**config.mk**
```make
export PLATFORM = sky130hd
export DESIGN_NAME = alu_arbiter
export DESIGN_NICKNAME = d
export VERILOG_FILES = /design/src/rtl/alu_arbiter.sv
export SDC_FILE = /design/constraint.sdc
export NUM_CORES = 1
export LEC_CHECK = 0
export CAP_MARGIN = 20
export CORE_ASPECT_RATIO = 1.4
export CORE_MARGIN = 2
export CORE_UTILIZATION = 40
export DETAILED_ROUTE_END_ITERATION = 6
export PLACE_DENSITY = 0.82
export SLEW_MARGIN = 10
export SYNTH_ARGS = -nofsm -noshare
export SYNTH_HDL_FRONTEND = slang
export SYNTH_SLANG_ARGS = --single-unit
```
**constraint.sdc**
```tcl
create_clock -name clk -period 2.4 [get_ports clk]
set_input_delay 0.24 -clock clk [delete_from_list [all_inputs] [get_ports clk]]
set_output_delay 0.24 -clock clk [all_outputs]
set_load 0.01 [all_outputs]
```
**src/rtl/alu_arbiter.sv**
```systemverilog
// rtl/alu_arbiter.sv - two-requester valid/ready arbiter in front of a shared combinational ALU
// Build option: ALU_ARB_FIXED_PRIO_EN gives req0 fixed priority instead of round-robin.
module alu_arbiter #(
  parameter int WIDTH      = 19,
  parameter int MULDIV_LAT = 4
) (
  input  logic             clk,
  input  logic             rst_n,
  input  logic             req0_valid,
  output logic             req0_ready,
  input  logic [3:0]       req0_op,
  input  logic [WIDTH-1:0] req0_a,
  input  logic [WIDTH-1:0] req0_b,
  input  logic             req1_valid,
  output logic             req1_ready,
  input  logic [3:0]       req1_op,
  input  logic [WIDTH-1:0] req1_a,
  input  logic [WIDTH-1:0] req1_b,
  output logic             rsp_valid,
  input  logic             rsp_ready,
  output logic             rsp_id,
  output logic [WIDTH-1:0] rsp_result,
  output logic             rsp_zero,
  output logic             rsp_carry,
  output logic             rsp_overflow,
  output logic [1:0]       rsp_err,
  output logic [WIDTH-1:0] alu_r2,
  output logic [WIDTH-1:0] alu_r3,
  output logic [3:0]       alu_op,
  input  logic [WIDTH-1:0] alu_r1,
  input  logic             alu_zero,
  input  logic             alu_carry,
  input  logic             alu_overflow
);

  localparam int CW = (MULDIV_LAT > 1) ? $clog2(MULDIV_LAT) : 1;

  typedef enum logic [1:0] {IDLE, EXEC, HOLD, RESP} state_t;

  state_t           state, state_nx;
  logic [CW-1:0]    cnt, cnt_nx;
  logic [3:0]       op_q;
  logic [WIDTH-1:0] a_q, b_q;
  logic             id_q;
  logic             capture;
  logic             grant, pick1;
  logic             op_legal, is_muldiv, div0, op_ok, alu_active;
  logic [WIDTH-1:0] cap_result;
  logic [1:0]       cap_err;

`ifdef ALU_ARB_FIXED_PRIO_EN
  assign pick1 = req1_valid && !req0_valid;
`else
  logic last_grant;
  assign pick1 = req1_valid && (!req0_valid || !last_grant);
`endif

  // Reset is folded in so ready stays low while rst_n is asserted.
  assign grant      = (state == IDLE) && rst_n && (req0_valid || req1_valid);
  assign req0_ready = grant && !pick1;
  assign req1_ready = grant && pick1;

  always_comb begin
    op_legal = 1'b0;
    case (op_q)
      4'b0000, 4'b0001, 4'b0010, 4'b0011,
      4'b0110, 4'b0111, 4'b1000, 4'b1001: op_legal = 1'b1;
      default:                            op_legal = 1'b0;
    endcase
  end

  assign is_muldiv  = (op_q == 4'b0010) || (op_q == 4'b0011);
  assign div0       = (op_q == 4'b0011) && (b_q == '0);
  assign op_ok      = op_legal && !div0;
  assign alu_active = ((state == EXEC) || (state == HOLD)) && op_ok;

  assign alu_op = alu_active ? op_q : 4'b1111;
  assign alu_r2 = alu_active ? a_q  : '0;
  assign alu_r3 = alu_active ? b_q  : '0;

  always_comb begin
    cap_result = alu_r1;
    cap_err    = 2'b00;
    if (!op_legal) begin
      cap_result = '0;
      cap_err    = 2'b10;
    end else if (div0) begin
      cap_result = '1;
      cap_err    = 2'b01;
    end
  end

  always_comb begin
    state_nx = state;
    cnt_nx   = cnt;
    capture  = 1'b0;
    case (state)
      IDLE: if (grant) state_nx = EXEC;
      EXEC: begin
        if (op_ok && is_muldiv && (MULDIV_LAT > 1)) begin
          cnt_nx   = CW'(MULDIV_LAT - 1);
          state_nx = HOLD;
        end else begin
          capture  = 1'b1;
          state_nx = RESP;
        end
      end
      HOLD: begin
        cnt_nx = cnt - 1'b1;
        if (cnt == CW'(1)) begin
          capture  = 1'b1;
          state_nx = RESP;
        end
      end
      RESP: if (rsp_ready) state_nx = IDLE;
      default: state_nx = IDLE;
    endcase
  end

  always_ff @(posedge clk or negedge rst_n) begin
    if (!rst_n) begin
      state        <= IDLE;
      cnt          <= '0;
      op_q         <= '0;
      a_q          <= '0;
      b_q          <= '0;
      id_q         <= 1'b0;
`ifndef ALU_ARB_FIXED_PRIO_EN
      last_grant   <= 1'b1;
`endif
      rsp_valid    <= 1'b0;
      rsp_id       <= 1'b0;
      rsp_result   <= '0;
      rsp_zero     <= 1'b0;
      rsp_carry    <= 1'b0;
      rsp_overflow <= 1'b0;
      rsp_err      <= 2'b00;
    end else begin
      state <= state_nx;
      cnt   <= cnt_nx;
      if (grant) begin
        op_q <= pick1 ? req1_op : req0_op;
        a_q  <= pick1 ? req1_a  : req0_a;
        b_q  <= pick1 ? req1_b  : req0_b;
        id_q <= pick1;
`ifndef ALU_ARB_FIXED_PRIO_EN
        last_grant <= pick1;
`endif
      end
      if (capture) begin
        rsp_valid    <= 1'b1;
        rsp_id       <= id_q;
        rsp_result   <= cap_result;
        rsp_zero     <= op_ok && alu_zero;
        rsp_carry    <= op_ok && alu_carry;
        rsp_overflow <= op_ok && alu_overflow;
        rsp_err      <= cap_err;
      end else if ((state == RESP) && rsp_ready) begin
        rsp_valid <= 1'b0;
      end
    end
  end

endmodule
```
# After elaboration in Yosys (flattened, before gate mapping)
# Memory sizes are Yosys's and may differ from the RTL's.
# Cells that the tools add are included.
# word_totals
reg_bits	74
rom_bits	16
input_bits	111
output_inout_bits	70
n_memories	1
# op_classes
n_addsub	1
n_eq_ne	10
n_mux	22
reduce_logical	27
# mem_list
name	depth	width	read_ports	rd_clocked_by_memory_dff	write_ports	line_no	source
(no name shown)	16	1	1	0	0	65	case (op_q)
# op_table
cell	count
2-to-1 mux 19 bit	6
zero test 19 bit	1
logical AND 1 bit	13
2-to-1 mux 2 bit	5
equality test 4 x 2 -> 1 bit (second input constant)	2
2-to-1 mux 4 bit	2
case mux 2 bit (4 select lines)	1
2-to-1 mux 1 bit	6
equality test 2 x 1 -> 1 bit (second input constant)	2
equality test 2 bit (second input constant)	2
zero test 1 bit	4
logical OR 1 bit	4
!= test 2 x 1 -> 1 bit (second input constant)	2
!= test 2 bit (second input constant)	2
case mux 2 bit (2 select lines)	1
nonzero test 2 bit	2
AND reduction 3 bit	1
zero test 2 bit	1
case mux 1 bit (2 select lines)	1
AND reduction 2 bit	1
subtractor 2 x 1 -> 2 bit (second input constant)	1

# Longest topological paths before layout
# depth
word_depth	8
mapped_depth	9
ltp_nobuf	7

# Worst setup path after synthesis
# Ideal clock, no wire load.
# synth_path
path_type	register to output
from	register b_q[0]
to	output alu_r2[10]
arrival_time_ns	1.820
required_time_ns	2.160
path_slack_ns	0.340
path_stages_with_launch	8
n_path_buf	2
path_cell_list	dfrtp_1 or4_4 nor2_4 and2_4 and3b_1 buf_6 clkbuf_1 and2_1
# synth_between
elab_chain_cells	6
# synth_lines
element	line_no	source
from (decl)	43	logic [WIDTH-1:0] a_q, b_q;
from (signal assigned)	144	b_q <= pick1 ? req1_b : req0_b;
zero test 19 bit	73	assign div0 = (op_q == 4'b0011) && (b_q == '0);
logical AND 1 bit	73	
zero test 1 bit	74	assign op_ok = op_legal && !div0;
logical AND 1 bit	74	
logical AND 1 bit	75	assign alu_active = ((state == EXEC) || (state == HOLD)) && op_ok;
2-to-1 mux 19 bit	78	assign alu_r2 = alu_active ? a_q : '0;
to (decl)	27	output logic [WIDTH-1:0] alu_r2,
# No other way between the ends.

# Worst setup path after layout
# layout_path
from	register b_q[5]
to	output alu_r2[16]
# The elaborated chain is that of the path after synthesis.

==> run_results.csv <==
group,metric,value,unit
yosys,ys.flop_type,"dfrtp_1",
sta,fin_crit,2480,ps
clock_network,cts.sinks,74,
worst_setup_path,cpPeakStageDelay,560,ps
sta,setup_viol,39,
flow_run,cap_violations,0,
power,ir_drop,0.00101,V
yosys,syn_area_per_cell,10.2,um^2
floorplanning,die_x,83.2,um
global_route,grt_usage,24.0,%
worst_setup_path,critPathArrivalTime,2240,ps
worst_setup_path,critical_path_class,"register to output port",
cells_and_area,antenna_cells,0,
yosys,synth_area_leaders,"dfrtp_1 52%, a222oi_1 12%, and2_1 6.8%",
clock_network,htreeDepth,3,
cells_and_area,fillers,555,
worst_setup_path,critPathMaxFanout,8,
yosys,yosys_warnings,0,
sta,slew_headroom,66.0,%
placement,dp_hpwl,8.39,mm
drt,dr.pass1.iters,7,
floorplanning,start_util,41.0,%
worst_setup_path,cp_cell_sequence,"or4_4, nor2_4, and2_4, and3b_4, clkbuf_16, and2_4, buf_6",
sta,worst_pin_slew,510,ps
global_route,overflow,0,
power,p_leak,3.00,nW
worst_setup_path,cp_slowest_cell,"or4_4",
yosys,syn-num-nets,460,
min_path,hold_class,"input port to asynchronous set/reset pin",
yosys,yosysSeqAreaShare,52.8,%
yosys,synthArstFlopShare,100,%
sta,fin_crit_sh,103,%
clock_network,clk_path_buf_depth,2,
floorplanning,die_h,115,um
floorplanning,die_area,9550,um^2
global_route,grt_max_degree,46,
clock_network,clkTransAtPathRegs,60,ps
drt,viasPerCell,5.60,
drt,ant_nets,0,
placement,place_ws,-217,ps
worst_setup_path,end_kind,"output port",
cells_and_area,finalInstanceArea,6150,um^2
yosys,ys_ff_latch,74,
clock_network,cts_tree,"done",
placement,dpl_cell_area,5630,um^2
drt,drt_wl_total,12.7,mm
sta,fin_worst_skew,7.02,ps
clock_network,numCtsBuffers,9,
drt,routedWlPerCell,19.2,um
global_route,grt_pass1_vias,3697,
worst_setup_path,worstPathRequired,2160,ps
drt,num_vias,3719,
yosys,ys_top_cells_by_count,"73 x dfrtp_1, 49 x inv_1, 43 x a222oi_1, 43 x o21ai_0, 38 x and2_1",
placement,gp_congestion,0.853,
cells_and_area,layout.nets,670,
run_status,outcome,"finished with violations",
yosys,yosysTopAreaCell,"dfrtp_1",
worst_setup_path,start_kind,"register",
power,p_per_area,1370,nW/um^2
global_route,grt_pass1_wl,18.3,mm
yosys,yosysTopAreaCellShare,52.1,%
worst_setup_path,crit_path_frequent_cell,"and2_4",
yosys,synth_cell_types,36,
cells_and_area,drive_gt1_share,26.5,%
floorplanning,rows,40,
floorplanning,floorplan.io_pins,181,
sta,hold_violations,0,
power,power.total,8.41,mW
global_route,antenna_found_initial,0,
run_status,violations,"DRC, setup timing",
yosys,synth.most_common_cell,"dfrtp_1",
sta,maxSlewViolCount,0,
sta,rsz0062_at_grt,"yes",
yosys,netlist_area,3510,um^2
yosys,synth_edf_count,0,
sta,layout_setup_ws,-81.6,ps
floorplanning,core_area,8560,um^2
cells_and_area,area_growth,75.4,%
placement,port_buffers,180,
worst_setup_path,r2r_cells,8,
sta,max_freq,403,MHz
drt,drtIter0Drc,357,
yosys,synth_cells,344,
cells_and_area,post-route-util,71.9,%
clock_network,insertion_delay,330,ps
drt,post-route-drc-count,13,
clock_network,cts-root-buf,"clkbuf_16",
-- sequential cells by signal (all words and copies together) (netlist names), 2 cells and up --
register,cells
a_q,19
op_q,4
b_q,19
rsp_err,2
rsp_result,19
state,2
cnt,2
-- metrics by stage --
step                      TNS, ps  std cells  hold slack (ps)
after detailed placement    -7670        640              148
after floorplan                 0        344            -55.6
after CTS                   -8120        656              359
after global placement      -7530        640              146
after global routing        -6160        664              369
final                       -2040        664              350
-- final cells by class --
| cell class | instances | area (um^2) | share of cell area [%] |
|---|---|---|---|
| tap | 105 | 131 | 2.14 |
| sequential | 74 | 1850 | 30.1 |
| multi-input combinational | 194 | 1480 | 24.1 |
| clock inverter | 2 | 10.0 | 0.163 |
| clock buffer | 14 | 274 | 4.45 |
| inverter | 49 | 184 | 2.99 |
| timing repair buffer | 226 | 2220 | 36.1 |
-- final timing paths --
| check | startpoint | end | slack, ps |
|---|---|---|---|
| worst max-delay path | b_q[5]$_DFFE_PN0P_ | alu_r2[16] | -80 |
| min in group clk | id_q$_DFFE_PN0P_ | id_q$_DFFE_PN0P_ | 470 |
| worst min-delay path | rst_n | op_q[1]$_DFFE_PN0P_ | 350 |
| max in group asynchronous | rst_n | last_grant$_DFFE_PN1P_ | 1330 |
| worst max register to register | state[0]$_DFFE_PN0P_ | state[0]$_DFFE_PN0P_ | 260 |
| worst min register to register | id_q$_DFFE_PN0P_ | id_q$_DFFE_PN0P_ | 470 |
-- cell families after synthesis --
group                      Yosys count  share of synthesized area (%)
and+or+nand+nor                     85                           13.8
adders and majority gates            5                           1.78
AOI/OAI and AO/OA                  101                           22.1
muxes                                3                          0.927
DFF                                 74                           52.8
buffers and inverters               76                           8.56
-- worst max-delay path: cells and delay by family (launching register included) --
family	cells	cell delay, ps
and+or+nand+nor	5	1240
buffers and inverters	2	290
DFF	1	380
-- report_power, final --
part	total [mW]	switching, mW	internal [mW]
Sequential	2.20	0.376	1.82
Combinational	4.94	2.21	2.73
Clock	1.27	0.487	0.781
-- timing repair --
action                                  CTS  global route
hold buffers                              1             0
endpoints found under the setup margin   42            44
cloned                                    0             5
setup buffers                             1             3
pin swaps                                 2            25
endpoints found under the hold margin    19             0
gates resized for setup                  56           181
-- metal layers --
metal	track usage (%)	wire [um]
met5	0	0
met4	9.62	423
met1	27.5	4380
met2	41.9	6720
met3	7.68	1210
-- cell usage in the layout (no fill, tap or decap), types with 2 or more instances in the layout --
cell             synthesis  layout
a21boi_0                 2       2
a21o_1                   3       3
a222oi_1                43      43
a32o_1                   3       3
and2_1                  38       6
and2_4                   1      33
buf_2                    0       3
buf_4                    0      40
buf_6                    2      35
clkbuf_1                24       2
clkbuf_16                0      12
clkbuf_2                 0       6
clkbuf_8                 0       3
clkdlybuf4s50_1          0     136
clkinv_2                 0       2
dfrtp_1                 73      73
ha_1                     5       5
inv_1                   49      49
mux2_2                   2       2
nand2_1                 27      27
nand2b_1                 3       2
nor2_1                   4       3
o21ai_0                 43      43
or4_4                    2       2
No activity file was read; power rests on OpenSTA's default activity.
==> edit, RTL diff (config.mk and constraints unchanged) <==
The 4 states of `state_t` get a one-hot encoding in 4 bits.
--- a/src/rtl/alu_arbiter.sv
+++ b/src/rtl/alu_arbiter.sv
@@ -36,5 +36,5 @@
   localparam int CW = (MULDIV_LAT > 1) ? $clog2(MULDIV_LAT) : 1;
 
-  typedef enum logic [1:0] {IDLE, EXEC, HOLD, RESP} state_t;
+  typedef enum logic [3:0] {IDLE = 4'b0001, EXEC = 4'b0010, HOLD = 4'b0100, RESP = 4'b1000} state_t;
 
   state_t           state, state_nx;
Formal check against the unedited RTL: no difference found for any inputs over 10 cycles, from zero or initial values and one cycle with rst_n low; not proved beyond that.
==> edit against the unedited design <==
Register-to-register slack got worse by 170 ps; design area increased by 7.0%; the flow still finishes with violations (design-rule violations, negative setup slack); sequential cell count rose by 2; critical path depth grew 1; final cell count is 5.1% higher; worst setup slack worse by 260 ps; wire length is 1.5% higher; area after synthesis grew 4.0%; total power decreased by 25%; highest routed layer unchanged; critical endpoint is now alu_r2[15]; largest cell class unchanged.
==> edit: results (changes against the unedited design) <==
synth-seq-area-share: 0.522  # was 0.528
ys_types: 35  # was 36
grt_max_degree: 77  # was 46
synthTopCellsByArea: "dfrtp_1 51%, a222oi_1 12%, and2_4 6.7%"  # was dfrtp_1 52%, a222oi_1 12%, and2_1 6.8%
fin_skew_ps: 9.49  # was 7.02 ps
crit_arrival_ps: 2500  # was 2240 ps
cp_max_fo: 5  # was 8
drt_iter0_drc: 411  # was 357
n_fill_cell: 637  # was 555
failed_checks: "design-rule violations, negative setup slack"  # unchanged
leakage_uw: 0.00317  # was 0.00300 uW
setup_violations: 41  # was 39
synth_nets: 464  # was 460
wl_per_cell_um: 18.5  # was 19.2 um
h-tree-depth: 3  # unchanged
dp.cells: 649  # was 640
grt_usage: 0.252  # was 0.240
peakVddDrop_mv: 0.736  # was 1.01 mV
synthTopCellsByCount: "74 x dfrtp_1, 45 x inv_1, 42 x a222oi_1"  # was 73 x dfrtp_1, 49 x inv_1, 43 x a222oi_1, 43 x o21ai_0, 38 x and2_1
p_sw_uw: 2110  # was 3080 uW
grt_pass1_vias: 4009  # was 3697
hpwl_um: 8030  # was 8390 um
grt_pass1_wl_um: 19500  # was 18300 um
syn_avg_cell_area_sq_um: 10.4  # was 10.2 sq um
setup_slack_ps: -343  # was -81.6 ps
status: "finished with violations"  # unchanged
drc_errors: 11  # was 13
grt-ovfl-total: 0  # unchanged
tightest_slew_ps: 940  # was 510 ps
postPlaceCellArea_sq_um: 5770  # was 5630 sq um
totalWireLength_um: 12900  # was 12700 um
post_drt_via_cell_ratio: 5.56  # was 5.60
[edit: changes by cell type after synthesis, moves of 6 or more]
cell,before,now
nor3_1,0,20
a31oi_1,0,19
nor2_1,4,10
o21ai_0,43,3
and2_4,1,28
and2_1,38,11
[edit: cell families after synthesis]
family          Yosys count  synth area share
mux                       8            0.0233
simple gates            120             0.199
flops                    76             0.522
fa+ha+maj                 1           0.00343
buf+inv                  74            0.0850
compound gates           73             0.167
[edit: layer usage]
metal,track usage,share of wire,up-vias
li1,-,-,1766
met1,0.282,0.37,1916
met2,0.452,0.53,165
met3,0.0491,0.065,34
met4,0.133,0.036,0
met5,0,0,-
[edit: cell type report]
cell class | count | area [sq um] | share of cell area
inverter | 45 | 169 | 0.0257
clock inverter | 6 | 40.0 | 0.00608
tap | 107 | 134 | 0.0203
multi-input combinational | 210 | 1640 | 0.249
sequential | 76 | 1900 | 0.289
clock buffer | 10 | 239 | 0.0363
timing repair buffer | 244 | 2460 | 0.374
[edit: path summary, 6_finish.rpt]
path	end	cells after the start	startpoint	slack [ps]
setup / recovery	alu_r2[15]	8	b_q[10]	-340
hold / removal	a_q[3]	2	rst_n	160
setup reg to reg	rsp_zero	8	b_q[10]	90
hold reg to reg	id_q	1	id_q	480
max in group asynchronous	state[1]	2	rst_n	1640
min in group clk	rsp_result[16]	3	alu_r1[16]	480
[edit: critical path, cell delays in order, from the launching register on]
cell	delay [ps]
dfrtp_1	410
nor4_4	310
buf_4	150
nand4_1	160
or3_4	480
and3b_2	280
buf_12	140
and2_4	130
buf_6	110
[edit: what timing repair did]
item	CTS	global route
cloned	10	1
gates resized for setup	246	18
endpoints found under the setup margin	42	72
pin swaps	36	10
setup buffers	28	3
[edit: power groups by stage]
stage	Sequential, uW	Clock, uW	Combinational (uW)
finish	2270	1230	2780
global route	2330	1310	3030
CTS	2250	1250	2750
global placement	2220	0	2440
detailed placement	2240	0	2520
floorplan	2260	0	1130
[edit: metrics by stage]
step | worst slack [ps] | util | setup TNS, ps
2_1_floorplan | 276 | - | 0
3_3_place_gp | -275 | 0.646 | -10990
3_5_place_dp | -318 | 0.646 | -11990
4_1_cts | -260 | 0.731 | -9030
5_1_grt | -437 | 0.737 | -15090
6_report | -343 | 0.737 | -11390
